$ cat config.mk
export PLATFORM = sky130hd
export DESIGN_NAME = sar_search
export DESIGN_NICKNAME = d
export VERILOG_FILES = /design/src/rtl/sar_pkg.sv /design/src/rtl/sar_search.sv
export SDC_FILE = /design/constraint.sdc
export NUM_CORES = 1
export LEC_CHECK = 0
export CAP_MARGIN = 20
export CORE_MARGIN = 2
export CORE_UTILIZATION = 35
export CTS_CLUSTER_DIAMETER = 200
export DETAILED_ROUTE_END_ITERATION = 10
export GPL_ROUTABILITY_DRIVEN = 0
export PLACE_DENSITY = 0.6
export SETUP_SLACK_MARGIN = 0.15
export SLEW_MARGIN = 5
export SYNTH_ARGS = -nofsm -noshare
export SYNTH_HDL_FRONTEND = slang
export SYNTH_SLANG_ARGS = --single-unit
$ cat constraint.sdc
create_clock -name clk -period 2.1 [get_ports clk]
set_input_delay 0.525 -clock clk [delete_from_list [all_inputs] [get_ports clk]]
set_output_delay 0.525 -clock clk [all_outputs]
set_load 0.005 [all_outputs]
$ cat src/rtl/sar_pkg.sv
// Shared definitions for the successive-approximation search controller.
//   state_t           : controller states (IDLE, TRIAL, DONE)
//   SAR_DEFAULT_WIDTH : default guess/result width, also the number of search steps
package sar_pkg;

    localparam int unsigned SAR_DEFAULT_WIDTH = 4;

    typedef enum logic [1:0] {
        IDLE  = 2'd0,
        TRIAL = 2'd1,
        DONE  = 2'd2
    } state_t;

endpackage : sar_pkg

$ cat src/rtl/sar_search.sv
// Successive-approximation search controller. Drives trial values to a
// magnitude comparator (guess -> A, hidden target -> B) and converges on the
// target MSB first using only bit-set/bit-clear steps.
//
// Ports:
//   clk, rst_n : rising-edge clock, asynchronous active-low reset
//   start      : begin a search; sampled only in IDLE
//   cmp_gt     : comparator flag, guess > target (settled before each edge)
//   cmp_eq     : comparator flag, guess == target (used only with early exit)
//   guess      : registered trial value to comparator A
//   busy       : registered, high while in TRIAL
//   done       : registered one-cycle pulse, result valid from this cycle
//   result     : registered recovered target, held until the next accepted start
//
// Build option:
//   SAR_EARLY_EXIT_EN : when defined, cmp_eq in TRIAL ends the search at once
//                       with result = guess (cmp_eq has priority over cmp_gt).
module sar_search
    import sar_pkg::*;
#(
    parameter int unsigned WIDTH = SAR_DEFAULT_WIDTH
) (
    input  logic             clk,
    input  logic             rst_n,
    input  logic             start,
    input  logic             cmp_gt,
    input  logic             cmp_eq,
    output logic [WIDTH-1:0] guess,
    output logic             busy,
    output logic             done,
    output logic [WIDTH-1:0] result
);

    localparam int unsigned IDX_W = (WIDTH > 1) ? $clog2(WIDTH) : 1;

    state_t             state, state_d;
    logic [IDX_W-1:0]   idx, idx_d;
    logic [WIDTH-1:0]   guess_d, result_d;
    logic               busy_d, done_d;
    logic [WIDTH-1:0]   nxt_c;

`ifndef SAR_EARLY_EXIT_EN
    // Equality flag only matters for the early-exit build.
    logic unused_cmp_eq;
    assign unused_cmp_eq = cmp_eq;
`endif

    // Step value: drop the bit under trial when the guess overshoots.
    always_comb begin
        nxt_c = guess;
        if (cmp_gt) begin
            nxt_c[idx] = 1'b0;
        end
    end

    // Next-state and next-output logic.
    always_comb begin
        state_d  = state;
        idx_d    = idx;
        guess_d  = guess;
        result_d = result;

        unique case (state)
            IDLE: begin
                guess_d = '0;
                if (start) begin
                    guess_d = WIDTH'(1) << (WIDTH - 1);
                    idx_d   = IDX_W'(WIDTH - 1);
                    state_d = TRIAL;
                end
            end
            TRIAL: begin
`ifdef SAR_EARLY_EXIT_EN
                if (cmp_eq) begin
                    result_d = guess;
                    state_d  = DONE;
                end else
`endif
                if (idx == '0) begin
                    result_d = nxt_c;
                    state_d  = DONE;
                end else begin
                    // Keep the decided bit, then try the next lower bit.
                    guess_d = nxt_c | (WIDTH'(1) << (idx - IDX_W'(1)));
                    idx_d   = idx - IDX_W'(1);
                end
            end
            DONE: begin
                guess_d = '0;
                state_d = IDLE;
            end
            default: begin
                guess_d = '0;
                state_d = IDLE;
            end
        endcase

        busy_d = (state_d == TRIAL);
        done_d = (state_d == DONE);
    end

    // State and output registers.
    always_ff @(posedge clk or negedge rst_n) begin
        if (!rst_n) begin
            state  <= IDLE;
            idx    <= IDX_W'(WIDTH - 1);
            guess  <= '0;
            result <= '0;
            busy   <= 1'b0;
            done   <= 1'b0;
        end else begin
            state  <= state_d;
            idx    <= idx_d;
            guess  <= guess_d;
            result <= result_d;
            busy   <= busy_d;
            done   <= done_d;
        end
    end

endmodule : sar_search
## After elaboration in Yosys (flattened, before gate mapping)

Index checks and enable logic that the tools add are counted.

| storage, ports and cells | value |
|---|---|
| bits in registers | 14 |
| input port bits | 5 |
| logic and storage cells | 36 |

| cells by class | value |
|---|---|
| add/sub/neg operators | 1 |
| order comparisons | 2 |
| equal/unequal tests | 5 |
| shift operators | 1 |
| mux-type cells | 12 |
| bitwise logic cells | 3 |
| reduce and logical (&&, ||, !) cells | 6 |

Operators with widths:

| cell | count |
|---|---|
| $mux 4 | 3 |
| $mux 2 | 4 |
| $pmux 2 s2 | 2 |
| $pmux 4 s2 | 1 |
| $and 4x4->4 | 1 |
| $eq 2x1->1 const B | 2 |
| $logic_not 2->1 | 2 |
| $ne 2x2->1 const B | 2 |
| $not 4->4 | 1 |
| $or 4x4->4 | 1 |
| $shl 1x2->4 const A | 1 |
| $lt 2x3->1 const B | 1 |
| $reduce_and 3->1 | 1 |
| $demux 1 s2 | 1 |
| $eq 2x2->1 const B | 1 |
| $ge 2x1->1 const B | 1 |
| $reduce_and 2->1 | 1 |
| $reduce_bool 2->1 | 1 |
| $sub 2x1->2 const B | 1 |
| $logic_and 1x1->1 | 1 |
| $mux 1 | 1 |

## Logic depth before layout (Yosys ltp)

Gate-level depths: netlist of the first run.

| logic depth | value |
|---|---|
| depth in word-level cells | 10 |
| depth in mapped cells | 6 |

## Least setup slack after synthesis of the first run

OpenSTA, ideal clock, no wires.

| timing | value |
|---|---|
| path kind | flip-flop to flip-flop |
| start | reg idx[0] |
| end | reg result[0] |
| setup time | 0.125 ns |
| arrival time | 1.573 ns |
| setup slack | 0.401 ns |
| cell stages (with the launch flop) | 7 |
| buffers on the path | 2 |
| clock period less this slack | 1.699 ns |
| cells stage by stage | dfstp_2 -> inv_1 -> ha_1 -> buf_6 -> and3b_1 -> buf_6 -> mux2_4 |

| on the way | value |
|---|---|
| longest elaborated chain between the ends | 7 |
| elaborated cells between the ends (all ways) | 10 |
| those cells by class | order compare: 2; mux: 3; bitwise: 2; reduce/logical: 3 |

Ends and longest elaborated chain:

| element | RTL line | text |
|---|---|---|
| start, declared | sar_search.sv:37 | `logic [IDX_W-1:0] idx, idx_d;` |
| start signal, assigned | sar_search.sv:106 | `idx <= IDX_W'(WIDTH - 1);` |
| start signal, assigned | sar_search.sv:113 | `idx <= idx_d;` |
| $lt 2x3->1 (not written as such) or $ge 2x1->1 (tied branches) | sar_search.sv:52 | `nxt_c[idx] = 1'b0;` |
| $logic_and 1x1->1 (not written as such) | sar_search.sv:52 |  |
| $mux 1 (not written as such) | sar_search.sv:52 |  |
| $demux 1 s2 | sar_search.sv:52 |  |
| $not 4->4 (no line) | - |  |
| $and 4x4->4 (no line) | - |  |
| $mux 4 | sar_search.sv:51 | `if (cmp_gt) begin` |
| end signal, assigned | sar_search.sv:115 | `result <= result_d;` |
| end, declared | sar_search.sv:31 | `output logic [WIDTH-1:0] result` |

Several ways; a longest one is shown, not always the timed one.
A chain may end at the register's enable or synchronous reset.

## Final worst setup path of the first run

| timing | value |
|---|---|
| start | reg idx[0] |
| end | reg result[3] |

The elaborated chain is that of the path after synthesis.

==> flow_summary.yaml, run 1 <==
status:
  outcome: "finished clean"
clock_network:
  clk_path_buf_depth: 2
  clockRootBuffer: "clkbuf_4"
  cts_sinks: 14
  holdBufCountCts: 0
  cts_resized: 0
  clk_latency_ns: 0.29
  cts.htree.levels: 1
  post_cts.repair.setup_buffers: 0
  clk_pin_slew_ns: 0.09
  cts_buffers: 3
  tritoncts: "yes"
sta:
  finalCritPeriodShare: 0.877
  hold_viol: 0
  skew_ns: 0.00475
  maxSlewViolCount: 0
  max_freq_mhz: 543
  setup_tns_ns: 0
  slew_headroom: 0.553
  timing.hold.ws_ns: 0.517
  setup_ws_ns: 0.259
  rsz0062_at_grt: "false"
  setup_viol: 0
  tightest_slew_ns: 0.668
  fin_crit_ns: 1.84
critical_path:
  cp.required_ns: 2.28
  crit_type: "register to register"
  r2r_end: "result[3]$_DFFE_PN0N_"
  crit_arrival_ns: 2.02
  crit_path_start: "idx[0]$_DFFE_PN1P_"
  r2r_slack_ns: 0.26
  crit_path_max_fanout: 10
  endpoint_kind: "register"
  cp-start-kind: "register"
  endpoint: "result[3]$_DFFE_PN0N_"
  r2r-start: "idx[0]$_DFFE_PN1P_"
  r2r_cells: 4
global_route:
  antenna_found_initial: 0
  gr-total-overflow: 0
  gr-usage-all-layers: 0.121
  grt_max_degree: 15
  grt_pass1_wl_mm: 2.21
  grt_pass1_vias: 451
floorplanning:
  dieWidth_um: 50.4
  ioPinCount: 15
  core_mm2: 0.00200
  initial_utilization: 0.376
  die_y_um: 50.4
  die_area_mm2: 0.00254
  rows: 16
final_layout:
  fin_cells: 100
  nFillCells: 195
  layout_common_cells: "13 x clkdlybuf4s50_1, 12 x dfrtp_1, 8 x ha_1"
  layout.nets: 87
  area_growth_syn_to_layout_pct: 21.3
  final_layout_size_suffix_gt1_frac: 0.219
  num_antenna_cells: 0
  layout_commonest_cell: "clkdlybuf4s50_1"
  fin_area_um2: 913
synth:
  synth_top_area_frac: 0.399
  synth.area.top_cells: "dfrtp_1 40%, ha_1 13%, dfstp_2 7.0%"
  synth_cell_types: 22
  syn_nets: 72
  synth_warnings: 0
  synthCells: 59
  synth_area_um2: 753
  ys_seq_area_frac: 0.468
  syn_area_per_cell_um2: 12.8
  synth_top_area_cell: "dfrtp_1"
  ys_ff_latch: 14
drt:
  post_drt_wl_per_cell_um: 12.8
  routed_via_density: 4.63
  drc_errors: 0
  ant_nets: 0
  firstDrtPassIters: 4
  num_vias: 463
  detailedRoute.firstIterationViolations: 3
  wl_mm: 1.28
min_path:
  hold_path_class: "register to register"
placement:
  dp.cells: 96
  pre_cts_slack_ns: 0.266
  placed_cell_area_um2: 887
  dpl.hpwl_um: 913
  io_buffers: 13
power:
  leakage_uw: 0.000419
  ir_drop_mv: 0.564
  powerDensity_mw_per_mm2: 1450
job:
  cap_violations: 0
## cells in the mapped netlist
| master | count |
|---|---|
| nand3b_1 | 2 |
| buf_6 | 2 |
| a21bo_2 | 1 |
| mux2_4 | 3 |
| mux2i_1 | 2 |
| nand2_1 | 3 |
| dfstp_2 | 2 |
| buf_4 | 1 |
| dfrtp_1 | 12 |
| nor2b_1 | 1 |
| and2_1 | 2 |
| inv_1 | 4 |
| o221a_2 | 3 |
| nand2b_1 | 2 |
| mux2_2 | 1 |
| or3b_1 | 1 |
| a21boi_0 | 2 |
| or2_2 | 1 |
| ha_1 | 8 |
| o21ba_2 | 2 |
| and3b_1 | 2 |
| a21oi_1 | 2 |
## layer usage
layer,up-vias,share of wire,wire length [um],track usage
met2,10,0.44,567,0.178
met3,5,0.032,41,0.0357
met1,220,0.49,634,0.159
met5,-,0,0,0
li1,228,-,-,-
met4,0,0.031,40,0.0676
## flip-flops by register name (all words and copies together), names as in the netlist
name	cells
busy	1
done	1
guess	4
idx	2
result	4
state	2
## through the flow
stage                     utilization  power, uW
final                           0.456       1320
after global placement          0.443       1160
after floorplan                     -        941
after global routing            0.456       1450
after CTS                       0.456       1330
after detailed placement        0.443       1160
## worst min-delay path by stage
stage                                startpoint                    end  slack [ns]  cells past startpoint
after floorplan                           rst_n         busy$_DFF_PN0_        0.23                      0
after global placement    result[0]$_DFFE_PN0N_  result[0]$_DFFE_PN0N_        0.50                      1
after detailed placement  result[0]$_DFFE_PN0N_  result[0]$_DFFE_PN0N_        0.50                      1
after CTS                 result[0]$_DFFE_PN0N_  result[0]$_DFFE_PN0N_        0.52                      1
after global routing      result[0]$_DFFE_PN0N_  result[0]$_DFFE_PN0N_        0.54                      1
final                     result[0]$_DFFE_PN0N_  result[0]$_DFFE_PN0N_        0.52                      1
## cell type report
class | count | area [um^2] | share of cell area
clock buffer | 4 | 26.3 | 0.0288
timing repair buffer | 13 | 130 | 0.142
sequential | 14 | 353 | 0.386
tap | 27 | 33.8 | 0.0370
inverter | 4 | 15.0 | 0.0164
multi-input combinational | 38 | 355 | 0.389
## worst max-delay path, cell delays in order (launching register included)
cell and delay, ns:
dfstp_2 0.62, inv_1 0.11, ha_1 0.34, and3b_1 0.34
mux2_4 0.33
## cells by family (layout without fill, tap and decap cells)
group | after synthesis | count (layout) | synth area share
AOI/OAI and AO/OA | 10 | 10 | 0.118
muxes | 6 | 6 | 0.101
adders and majority gates | 8 | 8 | 0.133
and+or+nand+nor | 14 | 14 | 0.120
DFF | 14 | 14 | 0.468
buffers and inverters | 7 | 21 | 0.0598
## power breakdown
group / switching, uW / total (uW) / internal, uW / leakage (uW)
clock network: 95.3 / 169 / 74.0 / 0.0000150
logic: 232 / 636 / 404 / 0.000234
registers: 110 / 516 / 406 / 0.000170
total: 437 / 1320 / 884 / 0.000419
Power figures use the tool's default switching activity.
==> run 2: changes to the inputs <==
CORE_MARGIN = 3   (was 2)
CTS_CLUSTER_SIZE = 8   (was unset)
==> run 2 against run 1 <==
Hold slack is essentially flat. Utilization grew 0.50 points. Largest cell class unchanged. Register-to-register slack gained 0.02 ns. Wire length shrank 2.5%. Total power grew 1.7%.
==> flow_summary.yaml, run 2 (synthesized netlist as in run 1, its figures left out) <==
placement:
  io_buffers: 13
  placed_cell_area_um2: 887
  dpl.hpwl_um: 890
critical_path:
  crit_path_max_fanout: 10
  r2r_slack_ns: 0.28
  cp.required_ns: 2.27
  cp-start-kind: "register"
  r2r_end: "result[1]$_DFFE_PN0N_"
  endpoint_kind: "register"
  r2r-start: "idx[0]$_DFFE_PN1P_"
  crit_arrival_ns: 1.99
  crit_type: "register to register"
  r2r_cells: 4
clock_network:
  post_cts.repair.setup_buffers: 0
  clk_pin_slew_ns: 0.08
  holdBufCountCts: 0
  tritoncts: "yes"
  clk_latency_ns: 0.27
  cts.htree.levels: 1
  clk_path_buf_depth: 2
  cts_resized: 0
  cts_sinks: 14
  cts_buffers: 3
  clockRootBuffer: "clkbuf_4"
floorplanning:
  rows: 16
  dieWidth_um: 52.4
  die_area_mm2: 0.00274
  ioPinCount: 15
  initial_utilization: 0.376
  die_y_um: 52.4
  core_mm2: 0.00200
status:
  outcome: "finished clean"
final_layout:
  fin_area_um2: 923
  layout_commonest_cell: "clkdlybuf4s50_1"
  reg_top3: "guess (4), result (4)"
  layout.nets: 87
  area_growth_syn_to_layout_pct: 22.6
  layout_common_cells: "13 x clkdlybuf4s50_1, 12 x dfrtp_1, 8 x ha_1"
  num_antenna_cells: 0
  final_layout_size_suffix_gt1_frac: 0.233
drt:
  routed_via_density: 4.63
  drc_errors: 0
  wl_mm: 1.25
  num_vias: 463
  post_drt_wl_per_cell_um: 12.5
  detailedRoute.firstIterationViolations: 3
  firstDrtPassIters: 4
  ant_nets: 0
power:
  clock_power_share: 0.142
  ir_drop_mv: 0.707
  p_int_uw: 916
  power.share.combinational: 0.473
  p_sw_uw: 428
  switching_share: 0.319
  powerDensity_mw_per_mm2: 1460
  p_seq_frac: 0.385
  leakage_uw: 0.000425
job:
  cap_violations: 0
sta:
  hold_viol: 0
  setup_tns_ns: 0
  max_freq_mhz: 549
  tightest_slew_ns: 0.621
  slew_headroom: 0.584
  setup_viol: 0
  maxSlewViolCount: 0
  rsz0062_at_grt: "false"
  fin_crit_ns: 1.82
  finalCritPeriodShare: 0.868
  skew_ns: 0.00111
global_route:
  grt_max_degree: 15
  grt_pass1_vias: 472
  gr-usage-all-layers: 0.111
  grt_pass1_wl_mm: 2.14
  gr-total-overflow: 0
  antenna_found_initial: 0
min_path:
  min_path_cells: 1
  hold_start: "result[0]$_DFFE_PN0N_"
  worstHoldEndpoint: "result[0]$_DFFE_PN0N_"
  hold_path_class: "register to register"
## run 2: cell count changes in the layout (fill, tap and decap cells not counted)
cell / change
clkbuf_8: +1
clkbuf_1: -1
## run 2: worst max path at each step
| stage | from | to | slack (ns) | depth (start not counted) |
|---|---|---|---|---|
| 6_report | idx[0]$_DFFE_PN1P_ | result[1]$_DFFE_PN0N_ | 0.28 | 4 |
| 4_1_cts | idx[0]$_DFFE_PN1P_ | result[1]$_DFFE_PN0N_ | 0.27 | 4 |
| 2_1_floorplan | idx[0]$_DFFE_PN1P_ | result[0]$_DFFE_PN0N_ | 0.40 | 6 |
| 3_5_place_dp | idx[0]$_DFFE_PN1P_ | result[3]$_DFFE_PN0N_ | 0.27 | 4 |
| 5_1_grt | idx[0]$_DFFE_PN1P_ | result[1]$_DFFE_PN0N_ | 0.18 | 4 |
| 3_3_place_gp | idx[0]$_DFFE_PN1P_ | result[0]$_DFFE_PN0N_ | 0.29 | 4 |
## run 2: power groups by stage
stage	Sequential [uW]	Clock, uW	Combinational, uW
after floorplan	494	0	447
after global placement	519	0	639
after detailed placement	524	0	645
after CTS	519	198	649
after global routing	536	212	710
final	517	190	636
## run 2: stage by stage
stage / utilization / hold slack (ns) / instances / setup WS, ns / power (uW)
5_1_grt: 0.461 / 0.530 / 100 / 0.183 / 1460
6_report: 0.461 / 0.516 / 100 / 0.277 / 1340
3_3_place_gp: 0.443 / 0.499 / 96 / 0.292 / 1160
2_1_floorplan: - / 0.229 / 59 / 0.401 / 941
4_1_cts: 0.461 / 0.521 / 100 / 0.267 / 1370
3_5_place_dp: 0.443 / 0.495 / 96 / 0.275 / 1170
## run 2: layout make-up
type / instances / area, um^2
Fill cell: 190 / 1080
Multi-Input combinational cell: 38 / 355
Sequential cell: 14 / 353
Timing Repair Buffer: 13 / 130
Clock buffer: 4 / 36.3
Tap cell: 27 / 33.8
Inverter: 4 / 15.0
## run 2: metal layers
layer | global-route usage | share of wire | up-vias
met4 | 0.0894 | 0.014 | 0
li1 | - | - | 228
met2 | 0.171 | 0.47 | 11
met3 | 0.0256 | 0.038 | 2
met5 | 0 | 0 | -
met1 | 0.129 | 0.48 | 222
## run 2: worst max-delay path, cell delays in order (launching register included)
cell,delay [ns]
dfstp_2,0.62
inv_1,0.11
ha_1,0.33
and3b_1,0.33
mux2_4,0.32
